===== config.mk =====
export PLATFORM = sky130hd
export DESIGN_NAME = hex_scan_controller_flat
export DESIGN_NICKNAME = d
export VERILOG_FILES = /design/src/rtl/hex_scan_if.sv /design/src/rtl/hex_scan_controller.sv /design/src/flat_wrapper.sv
export SDC_FILE = /design/constraint.sdc
export NUM_CORES = 1
export LEC_CHECK = 0
export CAP_MARGIN = 15
export CELL_PAD_IN_SITES_DETAIL_PLACEMENT = 1
export CELL_PAD_IN_SITES_GLOBAL_PLACEMENT = 2
export CORE_ASPECT_RATIO = 0.7
export CORE_MARGIN = 3
export CORE_UTILIZATION = 25
export DETAILED_ROUTE_END_ITERATION = 10
export PLACE_DENSITY = 0.61
export REMOVE_ABC_BUFFERS = 1
export SLEW_MARGIN = 5
export SYNTH_ARGS = -nofsm -noshare
export SYNTH_HDL_FRONTEND = slang
export SYNTH_SLANG_ARGS = --single-unit

===== constraint.sdc =====
create_clock -name clock -period 3 [get_ports clock]
set_clock_uncertainty 0.15 [all_clocks]
set_input_delay 0.6 -clock clock [delete_from_list [all_inputs] [get_ports clock]]
set_output_delay 0.6 -clock clock [all_outputs]
set_load 0.005 [all_outputs]

===== src/rtl/hex_scan_if.sv =====
// Write/commit bus for the hex scan controller: shadow digit writes plus the
// commit request and its completion pulse.
interface hex_scan_if;
  // Handshake: a write (wr_en) or a commit is taken on any rising edge where
  // wr_ready is 1; with wr_ready at 0 both are dropped, never held or queued.
  logic       wr_en;
  logic [2:0] wr_addr;
  logic [3:0] wr_data;
  logic       wr_blank;
  logic       wr_ready;
  logic       commit;
  logic       commit_done;

  modport master (
    output wr_en, wr_addr, wr_data, wr_blank, commit,
    input  wr_ready, commit_done
  );

  modport slave (
    input  wr_en, wr_addr, wr_data, wr_blank, commit,
    output wr_ready, commit_done
  );
endinterface


===== src/rtl/hex_scan_controller.sv =====
// Six-digit multiplexed 7-segment scanner with a shadow/active digit register
// pair; a commit copies shadow to active only at a frame boundary.
module hex_scan_controller #(
  parameter int DWELL = 50000,
  parameter int GAP   = 4
) (
  input  logic            clock,
  input  logic            resetn,
  hex_scan_if.slave       bus,
  output logic [6:0]      seg,
  output logic [5:0]      dig_en,
  output logic            frame_start,
  output logic [3:0]      state_dbg
);

  localparam int MAXC = (DWELL > GAP) ? DWELL : GAP;
  localparam int CW   = $clog2(MAXC + 1);

  typedef enum logic {S_GAP = 1'b0, S_SHOW = 1'b1} scan_state_t;

  scan_state_t   state;
  logic [2:0]    ptr;
  logic [CW-1:0] cnt;
  logic          pending;
  logic          done_q;
  logic [4:0]    shadow [6];
  logic [4:0]    active [6];
  logic [4:0]    cur;

  function automatic logic [6:0] decode(input logic [3:0] v);
    logic [6:0] r;
    case (v)
      4'h0: r = 7'h40;
      4'h1: r = 7'h79;
      4'h2: r = 7'h24;
      4'h3: r = 7'h30;
      4'h4: r = 7'h19;
      4'h5: r = 7'h12;
      4'h6: r = 7'h02;
      4'h7: r = 7'h78;
      4'h8: r = 7'h00;
      4'h9: r = 7'h10;
      4'hA: r = 7'h08;
      4'hB: r = 7'h03;
      4'hC: r = 7'h46;
      4'hD: r = 7'h21;
      4'hE: r = 7'h06;
      default: r = 7'h0E;
    endcase
    return r;
  endfunction

  always_comb begin
    cur = 5'b10000;
    for (int i = 0; i < 6; i++) begin
      if (ptr == 3'(i)) cur = active[i];
    end
  end

  always_ff @(posedge clock) begin
    if (!resetn) begin
      state   <= S_GAP;
      ptr     <= 3'd0;
      cnt     <= '0;
      pending <= 1'b0;
      done_q  <= 1'b0;
      seg     <= 7'h7F;
      dig_en  <= 6'b000000;
      for (int i = 0; i < 6; i++) begin
        shadow[i] <= 5'b10000;
        active[i] <= 5'b10000;
      end
    end else begin
      done_q <= 1'b0;
      if (bus.wr_en && !pending) begin
        for (int i = 0; i < 6; i++) begin
          if (bus.wr_addr == 3'(i)) shadow[i] <= {bus.wr_blank, bus.wr_data};
        end
      end
      // Boundary copy only clears a flag that was already set, so it never
      // races with a new commit (commits are refused while pending).
      if (bus.commit && !pending) pending <= 1'b1;

      if (state == S_GAP) begin
        if (cnt == CW'(GAP - 1)) begin
          state  <= S_SHOW;
          cnt    <= '0;
          dig_en <= 6'b000001 << ptr;
          seg    <= cur[4] ? 7'h7F : decode(cur[3:0]);
        end else begin
          cnt <= cnt + 1'b1;
        end
      end else begin
        if (cnt == CW'(DWELL - 1)) begin
          state  <= S_GAP;
          cnt    <= '0;
          seg    <= 7'h7F;
          dig_en <= 6'b000000;
          if (ptr == 3'd5) begin
            ptr <= 3'd0;
            if (pending) begin
              active  <= shadow;
              pending <= 1'b0;
              done_q  <= 1'b1;
            end
          end else begin
            ptr <= ptr + 3'd1;
          end
        end else begin
          cnt <= cnt + 1'b1;
        end
      end
    end
  end

  // Qualified by resetn so the pulse stays low while reset is held.
  assign frame_start     = resetn && (state == S_GAP) && (ptr == 3'd0) && (cnt == '0);
  assign bus.wr_ready    = !pending;
  assign bus.commit_done = done_q;
  assign state_dbg       = {state == S_SHOW, ptr};

endmodule


===== src/flat_wrapper.sv =====
// flat-port wrapper written by rule: the top's interface ports become plain ports
module hex_scan_controller_flat 
#(
  parameter int DWELL = 50000,
  parameter int GAP   = 4
)
  (clock, resetn, seg, dig_en, frame_start, state_dbg, bus_wr_en, bus_wr_addr, bus_wr_data, bus_wr_blank, bus_commit, bus_wr_ready, bus_commit_done);
  hex_scan_if bus_i ();
  input  logic clock;
  input  logic resetn;
  output logic [6:0] seg;
  output logic [5:0] dig_en;
  output logic frame_start;
  output logic [3:0] state_dbg;
  input wire logic [$bits(bus_i.wr_en)-1:0] bus_wr_en;
  input wire logic [$bits(bus_i.wr_addr)-1:0] bus_wr_addr;
  input wire logic [$bits(bus_i.wr_data)-1:0] bus_wr_data;
  input wire logic [$bits(bus_i.wr_blank)-1:0] bus_wr_blank;
  input wire logic [$bits(bus_i.commit)-1:0] bus_commit;
  output wire logic [$bits(bus_i.wr_ready)-1:0] bus_wr_ready;
  output wire logic [$bits(bus_i.commit_done)-1:0] bus_commit_done;
  assign bus_i.wr_en = bus_wr_en;
  assign bus_i.wr_addr = bus_wr_addr;
  assign bus_i.wr_data = bus_wr_data;
  assign bus_i.wr_blank = bus_wr_blank;
  assign bus_i.commit = bus_commit;
  assign bus_wr_ready = bus_i.wr_ready;
  assign bus_commit_done = bus_i.commit_done;
  hex_scan_controller #(.DWELL(DWELL), .GAP(GAP)) u_core (.clock(clock), .resetn(resetn), .bus(bus_i), .seg(seg), .dig_en(dig_en), .frame_start(frame_start), .state_dbg(state_dbg));
endmodule

Yosys cells after proc, flatten, opt, wreduce, memory -nomap -nowiden:

Memories as Yosys holds them, arrays and structs flattened.
Cells that the tools add are included.
W data, S select, Z words.

* muxes and demuxes: 26
* div/mod/pow operators: 0
* bitwise logic cells: 1
* multiply operators: 0
* add/subtract/negate cells: 2
* order comparisons: 0
* eq/ne operators: 13
* shift operators: 1
* reductions and logical operators: 20

Operators by type and width (number)
* $mux W16: 3
* $mux W5: 6
* $mux W7: 4
* $mux W6: 3
* $add A16 B1 Y16 const B: 1
* $eq A16 B16 Y1 const B: 1
* $eq A16 B2 Y1 const B: 1
* $logic_not A16 Y1: 1
* $reduce_and A2 Y1: 8
* $eq A3 B2 Y1 const B: 4
* $eq A3 B3 Y1 const B: 4
* $mux W1: 9
* $reduce_and A4 Y1: 2
* $eq A3 B1 Y1 const B: 2
* $logic_not A3 Y1: 2
* $shl A1 B3 Y6 const A: 1
* $logic_and A1 B1 Y1: 5
* $add A3 B1 Y3 const B: 1
* $mux W3: 1
* $ne A2 B2 Y1 const B: 1
* $reduce_bool A2 Y1: 1
* $logic_not A1 Y1: 1
* $not A1 Y1: 1

* memories: 1
* input bits: 12
* latch bits: 0
* register bits after elaboration: 95
* ROM bits: 112
* output and inout bits: 20
* word-level logic and storage cells: 83
* memory bits (writable): 0

Memories
* (name not given): words 16, bits a word 7, read ports 1, clocked after memory_dff 0, wr ports 0, RTL line hex_scan_controller.sv:32 `case (v)`

Logic depth before layout (Yosys ltp):

Gate-level depths: netlist of the first run.
An unclocked memory read counts as a cell.

* depth after elaboration: 11
* depth in mapped cells: 12
* mapped depth without buffers: 12

Least setup slack after synthesis of the first run:

No wires, ideal clock.

* path kind: register to register
* start: register u_core.ptr[2]
* end: register u_core.seg[3]
* cell stages (with the launch flop): 12
* required time: 2780 ps
* setup time: 70 ps
* slack: 308 ps
* data arrival time: 2472 ps
* path buffers: 1
* clock period less this slack: 2692 ps
* path through: dfxtp_1 -> clkbuf_1 -> inv_1 -> ha_1 -> nor2_1 -> o21ai_0 -> o221a_2 -> inv_1 -> ha_1 -> inv_1 -> mux4_2 -> a21oi_1

* longest elaborated chain between the ends: 11
* elaborated cells between the ends (all ways): 16
* those cells by class: eq/ne (5); mux (9); reduce/logical (1); memory (1)

Ends and longest elaborated chain
* start, declared: RTL line hex_scan_controller.sv:22 `logic [2:0] ptr;`
* start signal, assigned: RTL line hex_scan_controller.sv:107 `ptr <= ptr + 3'd1;`
* $logic_not A3 Y1: RTL line hex_scan_controller.sv:56 `if (ptr == 3'(i)) cur = active[i];`
* $mux W5 (5 in a row): RTL line hex_scan_controller.sv:56
* $mux W5 *: RTL line hex_scan_controller.sv:56
* $mem_v2 Z16 W7
* $mux W7 *: RTL line hex_scan_controller.sv:89 `seg <= cur[4] ? 7'h7F : decode(cur[3:0]);`
* $mux W7 *: RTL line hex_scan_controller.sv:85 `if (cnt == CW'(GAP - 1)) begin`
* $mux W7 *: RTL line hex_scan_controller.sv:84 `if (state == S_GAP) begin`
* end signal, assigned: RTL line hex_scan_controller.sv:89
* end, declared: RTL line hex_scan_controller.sv:10 `output logic [6:0] seg,`

Mark *: on every way between the ends. The rest lies on a longest branch, timed or not. The select of a mux whose other input is x is not followed.
A chain may end at the register's enable or synchronous reset.

Worst setup path in the final report of the first run:

* start: register u_core.cnt[10]
* end: output frame_start

* longest elaborated chain between the ends: 2

Ends and longest elaborated chain
* start, declared: RTL line hex_scan_controller.sv:23 `logic [CW-1:0] cnt;`
* start signal, assigned: RTL line hex_scan_controller.sv:91 `cnt <= cnt + 1'b1;`
* start signal, assigned: RTL line hex_scan_controller.sv:110 `cnt <= cnt + 1'b1;`
* $logic_not A16 Y1: RTL line hex_scan_controller.sv:117 `assign frame_start = resetn && (state == S_GAP) && (ptr == 3'd0) && (cnt == '0);`
* $logic_and A1 B1 Y1: RTL line hex_scan_controller.sv:117
* end, declared: RTL line flat_wrapper.sv:13 `output logic frame_start;`

Every way passes these cells.

==> results.cfg, run 1 <==
[synthesis]
synth_flop_cell = dfxtp_1
async_reset_ff_frac = 0
synth.cell_area_um2 = 4024
syn_inst = 418
yosysSeqAreaShare = 0.4726
synth-edff-count = 0
ys_types = 51
synth.avg_cell_area_um2 = 9.626
synth_seq_cells = 95
synth_warnings = 0

[setup_path]
start_kind = flop
r2r-end = u_core.seg[6]$_SDFFE_PN1P_
end_kind = primary output
r2r-start = u_core.cnt[10]$_SDFF_PN0_
rr_worst_depth = 7
path_class = reg -> out
crit_path_max_incr_delay_ns = 0.53
cp-endpoint = frame_start
cp_max_fo = 2
crit_chain = or4_4, or4_4, nor4_2, dlygate4sd2_1
startpoint = u_core.cnt[10]$_SDFF_PN0_
cp.required_ns = 2.25
crit_arrival_ns = 2.17
path_common_cell = or4_4
worst-r2r-setup-slack_ns = 0.18
cp_slowest_cell = or4_4

[drt]
num_vias = 3230
antenna_left = 0
first_pass_iters = 4
drt_wl_total_mm = 11.39
vias_per_cell = 4.799
wire_per_inst_um = 16.93
drt_iter0_markers = 170
drc = 0

[clock_tree]
cts_buffer_depth = 2
cts_htree_levels = 3
post-cts-setup-buffers = 0
path_clk_slew_ns = 0.07
root_buffer = clkbuf_16
hold_buffers = 0
cts_buffers = 9
tritoncts = yes
worstSkewPairLatency_ns = 0.34
cts.sinks = 95

[global_route]
first_global_vias = 3442
grt_use_total = 0.1349
grt_max_degree = 32
grt_pass1_wl_mm = 18.75
gr-total-overflow = 0
antenna_found_initial = 0

[placement]
place_congestion = 0.7744
port_buffers = 31
dp_hpwl_mm = 8.299

[floorplanning]
core_um2 = 15640
start_util = 0.2572
num_io_pins = 32
die_area_um2 = 17680
rows = 38
die_w_um = 157.6
dieHeight_um = 112.1

[job]
drv_cap = 0

[sta]
finalWorstPathRequiredPeriod_ns = 2.920
setup_tns_ns = 0
period_share = 0.9734
max_freq_mhz = 342.5
hold_viol_final = 0
finalSetupViolCount = 0
tightest_slew_ns = 0.5651
rsz0062_at_grt = false
slew_headroom = 0.6221
slew_viol_final = 0

[power_and_ir_drop]
p_int_uw = 2043
finalPower_uw = 2613
p_per_area_nw_per_um2 = 519.2
power_leakage_uw = 0.001960
comb_power_share = 0.046
seq_power_share = 0.493
netSwitchingPower_uw = 570.6
ir_drop_mv = 0.2296
switching_share = 0.2183
clock_power_share = 0.461

[final_layout]
synthToLayoutAreaGrowth_pct = 25.09
final_util = 0.3218
diodes = 0
drive_gt1_frac = 0.1205
num-nets-final = 489

[status]
status = finished, final reports clean

[hold_path]
holdCritPathClass = reg -> reg
==> cell usage after synthesis (all sizes together) (4+ instances only) <==
master	number	area (µm²)
nand2b	7	43.79
nand3	14	70.07
dfxtp	95	1902
xor2	10	87.58
ha	9	112.6
nand4	8	50.05
clkbuf	15	56.30
nor3b	5	37.54
a31oi	7	58.81
o22a	7	61.31
nand2	24	90.09
a21oi	5	25.02
buf	6	31.28
inv	15	56.30
nor4	5	37.53
o21ai	4	20.02
nor2	68	255.2
a22o	26	227.7
mux2i	40	400.4
xnor2	5	43.79
==> worst min-delay path by stage <==
stage,startpoint,to,depth (start not counted)
4_1_cts,u_core.shadow[24]$_SDFFE_PN1P_,u_core.active[24]$_SDFFE_PN1P_,1
3_3_place_gp,u_core.shadow[21]$_SDFFE_PN0P_,u_core.active[21]$_SDFFE_PN0P_,1
5_1_grt,u_core.shadow[1]$_SDFFE_PN0P_,u_core.active[1]$_SDFFE_PN0P_,1
6_report,u_core.shadow[24]$_SDFFE_PN1P_,u_core.active[24]$_SDFFE_PN1P_,1
2_1_floorplan,u_core.shadow[19]$_SDFFE_PN1P_,u_core.active[19]$_SDFFE_PN1P_,1
3_5_place_dp,u_core.shadow[1]$_SDFFE_PN0P_,u_core.active[1]$_SDFFE_PN0P_,1
==> placed cells by master (no fill, tap or decap), types with 4 or more instances in the layout <==
master / n
nand2b_1: 7
nand4_1: 8
clkbuf_16: 9
nor2_1: 67
dfxtp_1: 95
o21ai_0: 4
inv_1: 15
a31oi_1: 6
a21oi_1: 5
a22o_1: 26
nor3b_1: 5
buf_4: 29
o22a_1: 7
nand2_1: 24
clkdlybuf4s50_1: 30
xnor2_1: 5
xor2_1: 10
mux2i_1: 40
nand3_1: 14
ha_1: 9
==> power by group through the flow <==
stage / clock (µW) / sequential [µW] / combinational (µW)
finish: 1200 / 1290 / 120
global route: 1290 / 1290 / 134
CTS: 1240 / 1290 / 121
detailed placement: 0 / 1320 / 122
global placement: 0 / 1320 / 119
floorplan: 0 / 1310 / 56.3
==> sequential cells by signal, summed over array words and instances (netlist names) <==
| register | count |
|---|---|
| u_core.dig_en | 6 |
| u_core.bus.commit_done | 1 |
| u_core.state | 1 |
| u_core.active | 30 |
| u_core.pending | 1 |
| u_core.seg | 7 |
| u_core.cnt | 16 |
| u_core.ptr | 3 |
| u_core.shadow | 30 |
==> per-layer routing <==
layer | track usage | vias up | routed length (µm)
li1 | - | 1573 | -
met3 | 0.02890 | 13 | 354
met4 | 0.02948 | 0 | 93
met1 | 0.2071 | 1597 | 6407
met5 | 0 | - | 0
met2 | 0.1923 | 47 | 4537
==> through the flow <==
step	setup slack [ns]	hold slack [ns]	instances	area (µm²)
after detailed placement	0.1127	0.3059	657	4715
after global placement	0.1071	0.2982	657	4715
after global routing	0.03493	0.3455	673	5034
after CTS	0.03973	0.3211	673	5025
final	0.07994	0.3177	673	5034
after floorplan	0.1737	0.2857	397	3936
==> layout make-up <==
cell class                 count  area [µm²]
inverter                      15       56.30
fill                        1765       10610
multi-input combinational    287        1987
clock buffer                  14       274.0
clock inverter                 2       37.54
timing repair buffer          60       526.8
sequential                    95        1902
tap                          200       250.2
==> critical path, delay by kind of cell, from the launching register on <==
kind          cells  cell delay (ns)
flops             1             0.32
buf+inv           1             0.28
simple gates      3             1.24
==> timing repair <==
action,CTS,global route
endpoints found under the setup margin,1,1
resized for setup,1,2
gates cloned,0,0
==> kinds of logic (layout without fill, tap and decap cells) <==
group,after synthesis,in the layout,synth area share
xor gates and xnor gates,15,15,0.03265
and+or+nand+nor,157,157,0.1937
AOI/OAI and AO/OA,64,64,0.1294
DFF,95,95,0.4726
adders and majority gates,9,9,0.02799
buffers and inverters,36,91,0.03576
muxes,42,42,0.1079
Note: power is estimated with default switching activity, not from simulation.
==> run 2: changes to the inputs <==
--- a/config.mk
+++ b/config.mk
@@ -11,6 +11,7 @@
 export CORE_ASPECT_RATIO = 0.7
 export CORE_MARGIN = 3
 export CORE_UTILIZATION = 25
+export CTS_BUF_LIST = sky130_fd_sc_hd__clkbuf_16
 export DETAILED_ROUTE_END_ITERATION = 10
 export PLACE_DENSITY = 0.61
 export REMOVE_ABC_BUFFERS = 1
==> results.cfg, run 2 (same netlist as run 1, synthesis figures left out) <==
[status]
status = finished, final reports clean

[drt]
antenna_left = 0
drc = 0
drt_wl_total_mm = 11.37
vias_per_cell = 4.746
wire_per_inst_um = 16.89
drt_iter0_markers = 152
num_vias = 3194
first_pass_iters = 4

[floorplanning]
die_area_um2 = 17680
die_w_um = 157.6
num_io_pins = 32
dieHeight_um = 112.1
start_util = 0.2572
rows = 38
core_um2 = 15640

[final_layout]
reg.largest.list = u_core.active x30, u_core.shadow x30, u_core.cnt x16
final_common_cell = dfxtp_1
finalNonFillerCells = 673
fill_cells = 1770
final_util = 0.3199
diodes = 0
drive_gt1_frac = 0.1142
num-nets-final = 489
layout_common_cells = dfxtp_1, nor2_1, mux2i_1, clkdlybuf4s50_1, buf_4
synthToLayoutAreaGrowth_pct = 24.35
multi_input_area_um2 = 1987
regArea_um2 = 1902

[global_route]
grt_max_degree = 32
first_global_vias = 3428
grt_use_total = 0.1347
antenna_found_initial = 0
grt_pass1_wl_mm = 18.70
gr-total-overflow = 0

[sta]
timing.hold.ws_ns = 0.3183
slew_viol_final = 0
tightest_slew_ns = 0.5561
finalSetupViolCount = 0
rsz0062_at_grt = false
period_share = 0.9740
slew_headroom = 0.6282
max_freq_mhz = 342.2
finalWorstPathRequiredPeriod_ns = 2.922
hold_viol_final = 0
setup_tns_ns = 0

[power_and_ir_drop]
p_per_area_nw_per_um2 = 504.5
ir_drop_mv = 0.2265
finalPower_uw = 2524
power_leakage_uw = 0.001952

[placement]
place_congestion = 0.7744
port_buffers = 31
dpl.cell_count = 657
dp_hpwl_mm = 8.299

[setup_path]
cp_max_fo = 2
path_class = reg -> out
cp.required_ns = 2.25
start_kind = flop
crit_arrival_ns = 2.17
end_kind = primary output

[clock_tree]
tritoncts = yes
root_buffer = clkbuf_16
cts.sinks = 95
worstSkewPairLatency_ns = 0.34
cts_htree_levels = 3
cts_buffer_depth = 2
path_clk_slew_ns = 0.07
hold_buffers = 0
cts_buffers = 9
post-cts-setup-buffers = 0

[job]
drv_cap = 0

[hold_path]
holdCritPathClass = reg -> reg
[run 2: cell types whose count changed in the layout (fill, tap and decap cells not counted), sizes merged]
cell    previous run  this run
clkbuf            14         9
clkinv             0         3
inv               15        17
[run 2: final timing paths]
kind	startpoint	to	cells after the start	slack, ns
worst min-delay path	u_core.shadow[24]$_SDFFE_PN1P_	u_core.active[24]$_SDFFE_PN1P_	1	0.32
worst min register to register	u_core.shadow[24]$_SDFFE_PN1P_	u_core.active[24]$_SDFFE_PN1P_	1	0.32
worst max-delay path	u_core.cnt[10]$_SDFF_PN0_	frame_start	4	0.08
worst max register to register	u_core.cnt[10]$_SDFF_PN0_	u_core.seg[6]$_SDFFE_PN1P_	7	0.18
[run 2: worst max-delay path, cell delays in order (launching register included)]
cell	delay, ns
dfxtp_1	0.32
or4_4	0.53
or4_4	0.44
nor4_2	0.27
dlygate4sd2_1	0.28
[run 2: layout make-up]
| class | count | area share |
|---|---|---|
| clock inverter | 7 | 0.01125 |
| sequential | 95 | 0.3801 |
| inverter | 15 | 0.01125 |
| clock buffer | 9 | 0.04501 |
| timing repair buffer | 60 | 0.1053 |
| tap | 200 | 0.05001 |
| multi-input combinational | 287 | 0.3971 |
[run 2: timing repair]
item,CTS,global route
endpoints found under the setup margin,1,1
pin swaps,0,0
resized for setup,1,2
[run 2: power breakdown]
| group | internal [µW] | total (µW) | switching, µW |
|---|---|---|---|
| Sequential | 1280 | 1290 | 14.0 |
| Clock | 632 | 1120 | 483 |
| Combinational | 50.9 | 120 | 68.8 |
[run 2: layer usage]
layer | track usage | part of all wire
met1 | 0.2060 | 0.56
met2 | 0.1923 | 0.40
met3 | 0.02890 | 0.031
met4 | 0.03121 | 0.0078
met5 | 0 | 0
[run 2: per-stage QoR]
step	cell area, µm²	setup WS (ns)
final	5004	0.07790
after global placement	4715	0.1071
after CTS	4995	0.03844
after global routing	5004	0.03386
after floorplan	3936	0.1737
after detailed placement	4715	0.1127
